## src/rtl/keyboard_mk2.sv

```systemverilog
// Scancode-to-matrix keyboard front end: loadable scancode map, aliased matrix counts,
// modifier/alpha/turbo state, typematic repeat and a buffered event FIFO.
module keyboard_mk2 #(
    parameter int SCAN_W     = 7,
    parameter int NUM_KEYS   = 48,
    parameter int KIDX_W     = 6,
    parameter int NUM_MODS   = 4,
    parameter logic [NUM_MODS*8-1:0] MOD_CODES = {8'h3a, 8'h3d, 8'h34, 8'h0f},
    parameter logic [SCAN_W-1:0] ALPHA_CODE = 7'h48,
    parameter logic [SCAN_W-1:0] TURBO_CODE = 7'h40,
    parameter int FIFO_DEPTH = 8,
    parameter int REP_FIRST  = 1023,
    parameter int REP_NEXT   = 255
) (
    input  logic                clk,
    input  logic                reset,
    input  logic [SCAN_W-1:0]   scancode,
    input  logic                trigger,
    input  logic                pressed,
    input  logic                keyboard_block,
    input  logic                tick,
    input  logic                map_we,
    input  logic [SCAN_W-1:0]   map_addr,
    input  logic [KIDX_W:0]     map_data,
    output logic [NUM_KEYS-1:0] key_state,
    output logic [NUM_MODS-1:0] mod_state,
    output logic                alpha_state,
    output logic                turbo_state,
    output logic                ev_valid,
    input  logic                ev_ready,
    output logic [SCAN_W-1:0]   ev_code,
    output logic [NUM_MODS-1:0] ev_mods,
    output logic                ev_repeat,
    output logic                ev_overflow,
    input  logic                ovf_clr
);
    localparam int NCODES = 2 ** SCAN_W;
    localparam int EV_W   = 1 + NUM_MODS + SCAN_W;
    localparam int PTR_W  = $clog2(FIFO_DEPTH);
    localparam int CNT_W  = PTR_W + 1;
    localparam int REP_W  = $clog2(REP_FIRST + 1);
    localparam logic [KIDX_W:0]  NK       = KIDX_W'(NUM_KEYS);
    localparam logic [REP_W-1:0] REP_F    = REP_W'(REP_FIRST);
    localparam logic [REP_W-1:0] REP_N    = REP_W'(REP_NEXT);
    localparam logic [CNT_W-1:0] FULL_CNT = CNT_W'(FIFO_DEPTH);

    logic [KIDX_W:0]     r_map [NCODES];
    logic [NCODES-1:0]   r_held;
    logic [1:0]          r_cnt [NUM_KEYS];
    logic [NUM_MODS-1:0] r_mod;
    logic                r_alpha;
    logic                r_turbo;
    logic                r_rep_armed;
    logic [SCAN_W-1:0]   r_rep_code;
    logic [REP_W-1:0]    r_rep_cnt;
    logic [EV_W-1:0]     r_mem [FIFO_DEPTH];
    logic [PTR_W-1:0]    r_wptr;
    logic [PTR_W-1:0]    r_rptr;
    logic [CNT_W-1:0]    r_count;
    logic                r_ovf;

    logic                w_new_make;
    logic                w_break;
    logic [NUM_MODS-1:0] w_mod_hit;
    logic                w_is_alpha;
    logic                w_is_turbo;
    logic                w_special;
    logic [KIDX_W-1:0]   w_idx;
    logic                w_map_ok;
    logic                w_rep_fire;
    logic                w_push;
    logic [EV_W-1:0]     w_push_data;
    logic                w_pop;
    logic                w_full;
    logic                w_do_push;
    logic                w_drop;
    logic [NUM_KEYS-1:0] w_keys;

    // Map lookups read the registered table, so a same-cycle map write is not seen.
    always_comb begin
        w_new_make = trigger & pressed & ~r_held[scancode];
        w_break    = trigger & ~pressed & r_held[scancode];
        w_mod_hit  = '0;
        for (int k = 0; k < NUM_MODS; k++)
            w_mod_hit[k] = (scancode == MOD_CODES[(NUM_MODS-1-k)*8 +: SCAN_W]);
        w_is_alpha = (scancode == ALPHA_CODE);
        w_is_turbo = (scancode == TURBO_CODE);
        w_special  = (|w_mod_hit) | w_is_alpha | w_is_turbo;
        w_idx      = r_map[scancode][KIDX_W-1:0];
        w_map_ok   = r_map[scancode][KIDX_W] && ({1'b0, w_idx} < NK);
        w_rep_fire = ~trigger & tick & r_rep_armed & (r_rep_cnt == REP_W'(1));
        w_push      = 1'b0;
        w_push_data = '0;
        if (w_new_make && !w_special) begin
            w_push      = 1'b1;
            w_push_data = {1'b0, r_mod, scancode};
        end else if (w_rep_fire) begin
            w_push      = 1'b1;
            w_push_data = {1'b1, r_mod, r_rep_code};
        end
        w_pop     = (r_count != '0) & ev_ready;
        w_full    = (r_count == FULL_CNT);
        w_do_push = w_push & (~w_full | w_pop);
        w_drop    = w_push & w_full & ~w_pop;
        w_keys    = '0;
        for (int k = 0; k < NUM_KEYS; k++)
            w_keys[k] = (r_cnt[k] != 2'd0);
    end

    always_ff @(posedge clk or posedge reset) begin
        if (reset) begin
            for (int i = 0; i < NCODES; i++) r_map[i] <= '0;
            for (int k = 0; k < NUM_KEYS; k++) r_cnt[k] <= 2'd0;
            r_held      <= '0;
            r_mod       <= '0;
            r_alpha     <= 1'b0;
            r_turbo     <= 1'b0;
            r_rep_armed <= 1'b0;
            r_rep_code  <= '0;
            r_rep_cnt   <= '0;
            r_wptr      <= '0;
            r_rptr      <= '0;
            r_count     <= '0;
            r_ovf       <= 1'b0;
        end else begin
            if (map_we) r_map[map_addr] <= map_data;
            if (w_new_make) begin
                r_held[scancode] <= 1'b1;
                r_mod <= r_mod | w_mod_hit;
                if (w_is_alpha) r_alpha <= 1'b1;
                if (w_is_turbo) r_turbo <= ~r_turbo;
                if (w_map_ok && !keyboard_block && r_cnt[w_idx] != 2'd3)
                    r_cnt[w_idx] <= r_cnt[w_idx] + 2'd1;
                if (!w_special) begin
                    r_rep_armed <= 1'b1;
                    r_rep_code  <= scancode;
                    r_rep_cnt   <= REP_F;
                end
            end else if (w_break) begin
                r_held[scancode] <= 1'b0;
                r_mod <= r_mod & ~w_mod_hit;
                if (w_is_alpha) r_alpha <= 1'b0;
                if (w_map_ok && r_cnt[w_idx] != 2'd0)
                    r_cnt[w_idx] <= r_cnt[w_idx] - 2'd1;
                if (r_rep_armed && r_rep_code == scancode) r_rep_armed <= 1'b0;
            end else if (!trigger && tick && r_rep_armed) begin
                r_rep_cnt <= w_rep_fire ? REP_N : r_rep_cnt - REP_W'(1);
            end
            if (w_do_push) r_wptr <= r_wptr + PTR_W'(1);
            if (w_pop) r_rptr <= r_rptr + PTR_W'(1);
            if (w_do_push && !w_pop) r_count <= r_count + CNT_W'(1);
            else if (w_pop && !w_do_push) r_count <= r_count - CNT_W'(1);
            // A drop wins over a simultaneous clear so the loss is never hidden.
            if (w_drop) r_ovf <= 1'b1;
            else if (ovf_clr) r_ovf <= 1'b0;
        end
    end

    always_ff @(posedge clk) begin
        if (w_do_push) r_mem[r_wptr] <= w_push_data;
    end

    assign key_state   = w_keys;
    assign mod_state   = r_mod;
    assign alpha_state = r_alpha;
    assign turbo_state = r_turbo;
    assign ev_valid    = (r_count != '0);
    assign ev_overflow = r_ovf;
    assign {ev_repeat, ev_mods, ev_code} = ev_valid ? r_mem[r_rptr] : '0;
endmodule

```

## config.mk

```make
export PLATFORM = sky130hd
export DESIGN_NAME = keyboard_mk2
export DESIGN_NICKNAME = d
export VERILOG_FILES = /design/src/rtl/keyboard_mk2.sv
export SDC_FILE = /design/constraint.sdc
export NUM_CORES = 2
export LEC_CHECK = 0
export ABC_AREA = 1
export CAP_MARGIN = 20
export CORE_UTILIZATION = 30
export DETAILED_ROUTE_END_ITERATION = 8
export MAX_ROUTING_LAYER = met4
export PLACE_DENSITY = 0.44
export SKIP_CTS_REPAIR_TIMING = 1
export SYNTH_ARGS = -nofsm -noshare
export SYNTH_HDL_FRONTEND = slang
export SYNTH_SLANG_ARGS = --single-unit
```

## constraint.sdc

```tcl
create_clock -name clk -period 38.8 [get_ports clk]
set_clock_uncertainty 0.05 [all_clocks]
set_input_delay 5.82 -clock clk [delete_from_list [all_inputs] [get_ports clk]]
set_output_delay 5.82 -clock clk [all_outputs]
set_load 0.01 [all_outputs]
```

Word-level counts from Yosys, hierarchy flattened:

Memory sizes are Yosys's and may differ from the RTL's.
Cells that the tools add are included.
W data, S select, Z words.

* flip-flop bits (word level): 1155
* memory bits (writable): 96
* input port bits: 30
* logic and storage cells: 376
* memories: 1

* $add $sub $neg: 7
* $lt $le $gt $ge: 8
* eq/ne operators: 13
* mux-type cells: 49
* bitwise gates (word level): 30
* reduce and logical (&&, ||, !) cells: 81

Memory list
* r_mem: depth 8, width 12, rd ports 1, clocked after memory_dff 0, write ports 1, line 56 `logic [EV_W-1:0] r_mem [FIFO_DEPTH];`

Operators by type and width (count)
* $bwmux W896: 1
* $mux W96: 4
* $mux W128: 2
* $bwmux W96: 2
* $and A128 B128 Y128: 1
* $not A128 Y128: 1
* $or A128 B128 Y128: 1
* $reduce_bool A2 Y1: 55
* $mux W10: 5
* $bmux W7 S7: 1
* $demux W7 S7: 1
* $mux W12: 3
* $eq A7 B6 Y1 const B: 3
* $mux W7: 3
* $ge A8 B8 Y1 const B: 2
* $mux W1: 16
* $mux W4: 4
* $not A7 Y8: 2
* $eq A7 B7 Y1 const B: 2
* $logic_and A1 B1 Y1: 13
* $bmux W2 S6: 1
* $demux W2 S6: 1
* $and A1 B1 Y1: 11
* $eq A10 B1 Y1 const B: 1
* other kinds (31): 52

Longest topological paths before layout:

* word-level depth: 13
* gate-level depth with buffers: 36
* depth with buffers taken out: 31

Worst setup path after synthesis:

OpenSTA, ideal clock, no wires.

* path kind: input to register
* start: in scancode[0]
* end: reg r_cnt[21] (netlist bit)
* setup time: 0.118 ns
* data arrival time: 9.133 ns
* data required time: 38.632 ns
* slack: 29.498 ns
* cell stages on the path: 29
* cells stage by stage: buf_4 nand2_2 inv_2 buf_2 buf_4 buf_6 a22oi_1 a21oi_1 o31ai_1 nand3_1 nor2_2 nand2_1 nor2_1 o21ai_1 nand3_1 nor2_1 nand2_2 buf_4 inv_1 ha_1 nor2_1 nand3b_1 nand2_1 nor2_1 buf_2 buf_4 nand2_1 nand2_1 nand2_1

* word-level cells in the longest chain between the ends: 13
* elaborated cells between the ends (all ways): 37

RTL lines
* start: declaration: line 17 `input logic [SCAN_W-1:0] scancode,`
* $not A7 Y8 (not written as such): line 89, 90
* $bmux W7 S7: line 89, 90
* $mux W7 (not written as such) (2 in series): line 90 `w_map_ok = r_map[scancode][KIDX_W] && ({1'b0, w_idx} < NK);`
* $not A6 Y7 (not written as such)
* $bmux W2 S6 (tied with other cells)
* $mux W2 (not written as such) / $logic_and A1 B1 Y1 (equally long branches)
* $mux W2 (on tied branches)
* $sub A2 B1 Y2 / $demux W2 S6 (equally long branches): line 144, 133
* $bwmux W96: line 144 `r_cnt[w_idx] <= r_cnt[w_idx] - 2'd1;`
* $mux W96: line 143 `if (w_map_ok && r_cnt[w_idx] != 2'd0)`
* $mux W96: line 139 `end else if (w_break) begin`
* $mux W96: line 127 `if (w_new_make) begin`
* end signal: indexed assignment: line 133 `r_cnt[w_idx] <= r_cnt[w_idx] + 2'd1;`
* end signal: indexed assignment: line 144
* end: declaration: line 49 `logic [1:0] r_cnt [NUM_KEYS];`

Several ways; a longest one is shown, not always the timed one. The select of a mux whose other input is x is not followed.
A chain may end at the register's enable or synchronous reset.

==> results.cfg <==
[outcome]
status = completed

[floorplanning]
ios = 98
die-area_sq_um = 193200
die-height_um = 439.6
initial_core_util = 0.3020
rows = 160
core_sq_um = 190200
die_w_um = 439.6

[sta]
timing.final.crit_share = 0.3517
max-slew-margin-rel = 0.2362
tns_ns = 0
hold_viol = 0
maxClockFrequency_mhz = 73.28
setup_violations = 0
post-route-min-period_ns = 13.65
grt_setup_unrepaired = false
slew_violations = 0
worst_slew_pin_slew_ns = 1.146

[clock_tree]
cts_tree = yes
clkSinkCount = 1251
clock_path_buffers = 3
h-tree-depth = 4
path_clk_slew_ns = 0.06
root_buffer = clkbuf_16
numCtsBuffers = 150
clk_latency_ns = 0.81

[logic_synthesis]
netlist_top_cells_area = dfrtp_1, nand2_1, o21ai_0
syn_area_sq_um = 57440
yosysUniqueCellTypes = 46
syn_inst = 7049
synth_fp_nets = 7089
yosys.area.top_type = dfrtp_1
avgSynthCellArea_sq_um = 8.148
ys_seq_area_frac = 0.5534
ys_ff_latch = 1251
synth_warnings = 0
netlist.area_leader.share = 0.5032
async_reset_ff_frac = 0.9233
ys.flop_type = dfrtp_1
synth_edf_count = 96

[finish]
layout_commonest_cell = nand2_1
drive_gt1_frac = 0.06052
fillCellCount = 19940
layout_common_cells = nand2_1, o21ai_0, dfrtp_1
fin_area_sq_um = 65480
syn2layout_area_growth_pct = 14.01
layout.nets = 6975

[route]
via_per_inst = 5.073
vias = 48530
drt_pass1_iterations = 5
wl_per_cell_um = 21.89
antenna_left = 0
drc = 0
drt_iter0_drc = 4523
drt-total-wl_um = 209400

[worst_setup_path]
crit_type = primary input to flip-flop
slowest_delay_ns = 0.82
cp_num_buf_inv = 7
crit_family = simple AND/OR/NAND/NOR gates
arrival_ns = 14.27
critPathCaptureType = flip-flop
cp_data_required_time_ns = 39.43
cp-start-kind = primary input
cpMaxStageDelayCell = buf_4
cp_max_fo = 84
crit_top_cell = nand2_1

[grt]
overflow = 0
first_global_vias = 47000
grt_pass1_wl_um = 315900
antenna_found_initial = 3
grt_max_degree = 164
grtUsageTotal = 0.2225

[placement]
dp_hpwl_um = 126900
portBuffers = 97
placed_cell_area_sq_um = 60520
place_congestion = 0.8319

[pwr]
power_leakage_nw = 29.84
power_density_nw_per_um2 = 52.51
ir_drop_mv = 0.03744

[run]
drv_cap = 0

[worst_hold_path]
hold_path_class = flip-flop to flip-flop
-- power by group --
group	switching, mW	internal (mW)	total (mW)	leakage [nW]
combinational	0.357	0.167	0.524	11.3
clock	0.583	0.839	1.42	2.41
sequential	0.0610	1.43	1.49	16.1
-- path summary, 6_finish.rpt --
| kind | start | to | slack, ns | cells after the start |
|---|---|---|---|---|
| max in group asynchronous | reset | r_map[150] | 30.14 | 5 |
| setup / recovery | scancode[0] | flip-flop | 25.15 | 34 |
| hold / removal | turbo_state | turbo_state | 0.42 | 1 |
| setup reg to reg | r_map[84] | flip-flop | 32.27 | 28 |
| hold reg to reg | turbo_state | turbo_state | 0.42 | 1 |
| min in group asynchronous | reset | r_count[2] | 5.49 | 2 |
-- cells in the mapped netlist (3+ instances only) --
library cell     n
nand2_1       2196
o21ai_0       1171
dfrtp_1       1155
nor2_1         696
inv_1          387
clkbuf_1       286
o22ai_1        177
a21oi_1        147
buf_2          137
a22oi_1        129
edfxtp_1        96
nand3_1         86
nand4_1         79
nor3_1          64
or2_2           43
buf_4           22
a31oi_1         17
buf_1           17
o21ai_1         16
a221oi_1        12
nand3b_1        12
o221ai_1        12
nor2_2          11
clkinv_1        10
ha_1             9
nor4_1           9
inv_2            8
xnor2_1          7
nand2_2          6
xor2_1           5
o31ai_1          4
buf_6            3
-- worst register-to-register path: cells and delay by family (launching register included) --
kind	cells	cell delay, ns
adders and majority gates	1	0.19
AOI/OAI and AO/OA	2	0.97
and+or+nand+nor	23	3.68
DFF	1	0.39
buffers and inverters	2	1.14
-- logic make-up (layout without fill, tap and decap cells) --
family	Yosys count	in the layout	share of synthesized area
muxes	1	1	0.0001960
adders and majority gates	10	10	0.002309
xor gates and xnor gates	12	12	0.001830
AOI/OAI and AO/OA	1699	1699	0.1604
DFF	1251	1251	0.5534
and+or+nand+nor	3206	3206	0.2202
buffers and inverters	870	876	0.06167
other	0	1	0
-- routing by layer --
layer | GRT usage | wire length (um) | up-vias
met1 | 0.3109 | 99240 | 24060
met2 | 0.3402 | 95540 | 1330
met3 | 0.02724 | 9943 | 267
li1 | - | - | 22880
met4 | 0.05746 | 4676 | 0
met5 | - | 0 | -
-- per-stage QoR --
stage          power (mW)  cells  setup slack [ns]    util  hold WS [ns]
2_1_floorplan       1.836   7049            0.3993       -        0.3921
3_3_place_gp        2.039   9289             24.45  0.3182        0.4097
3_5_place_dp        2.043   9290             24.31  0.3182        0.4095
4_1_cts             3.477   9562             25.08  0.3441        0.4238
5_1_grt             3.595   9567             24.57  0.3443        0.4356
6_report            3.438   9567             25.15  0.3443        0.4152
-- cell type report --
cell class	count	area [sq um]	area share
sequential	1251	31790	0.4854
clock inverter	37	396.6	0.006057
tap	2511	3142	0.04798
inverter	405	1548	0.02364
timing repair buffer	199	1810	0.02765
clock buffer	235	4521	0.06903
multi-input combinational	4928	22280	0.3402
antenna	1	2.502	0.00003821
(Power assumes the default switching activity.)
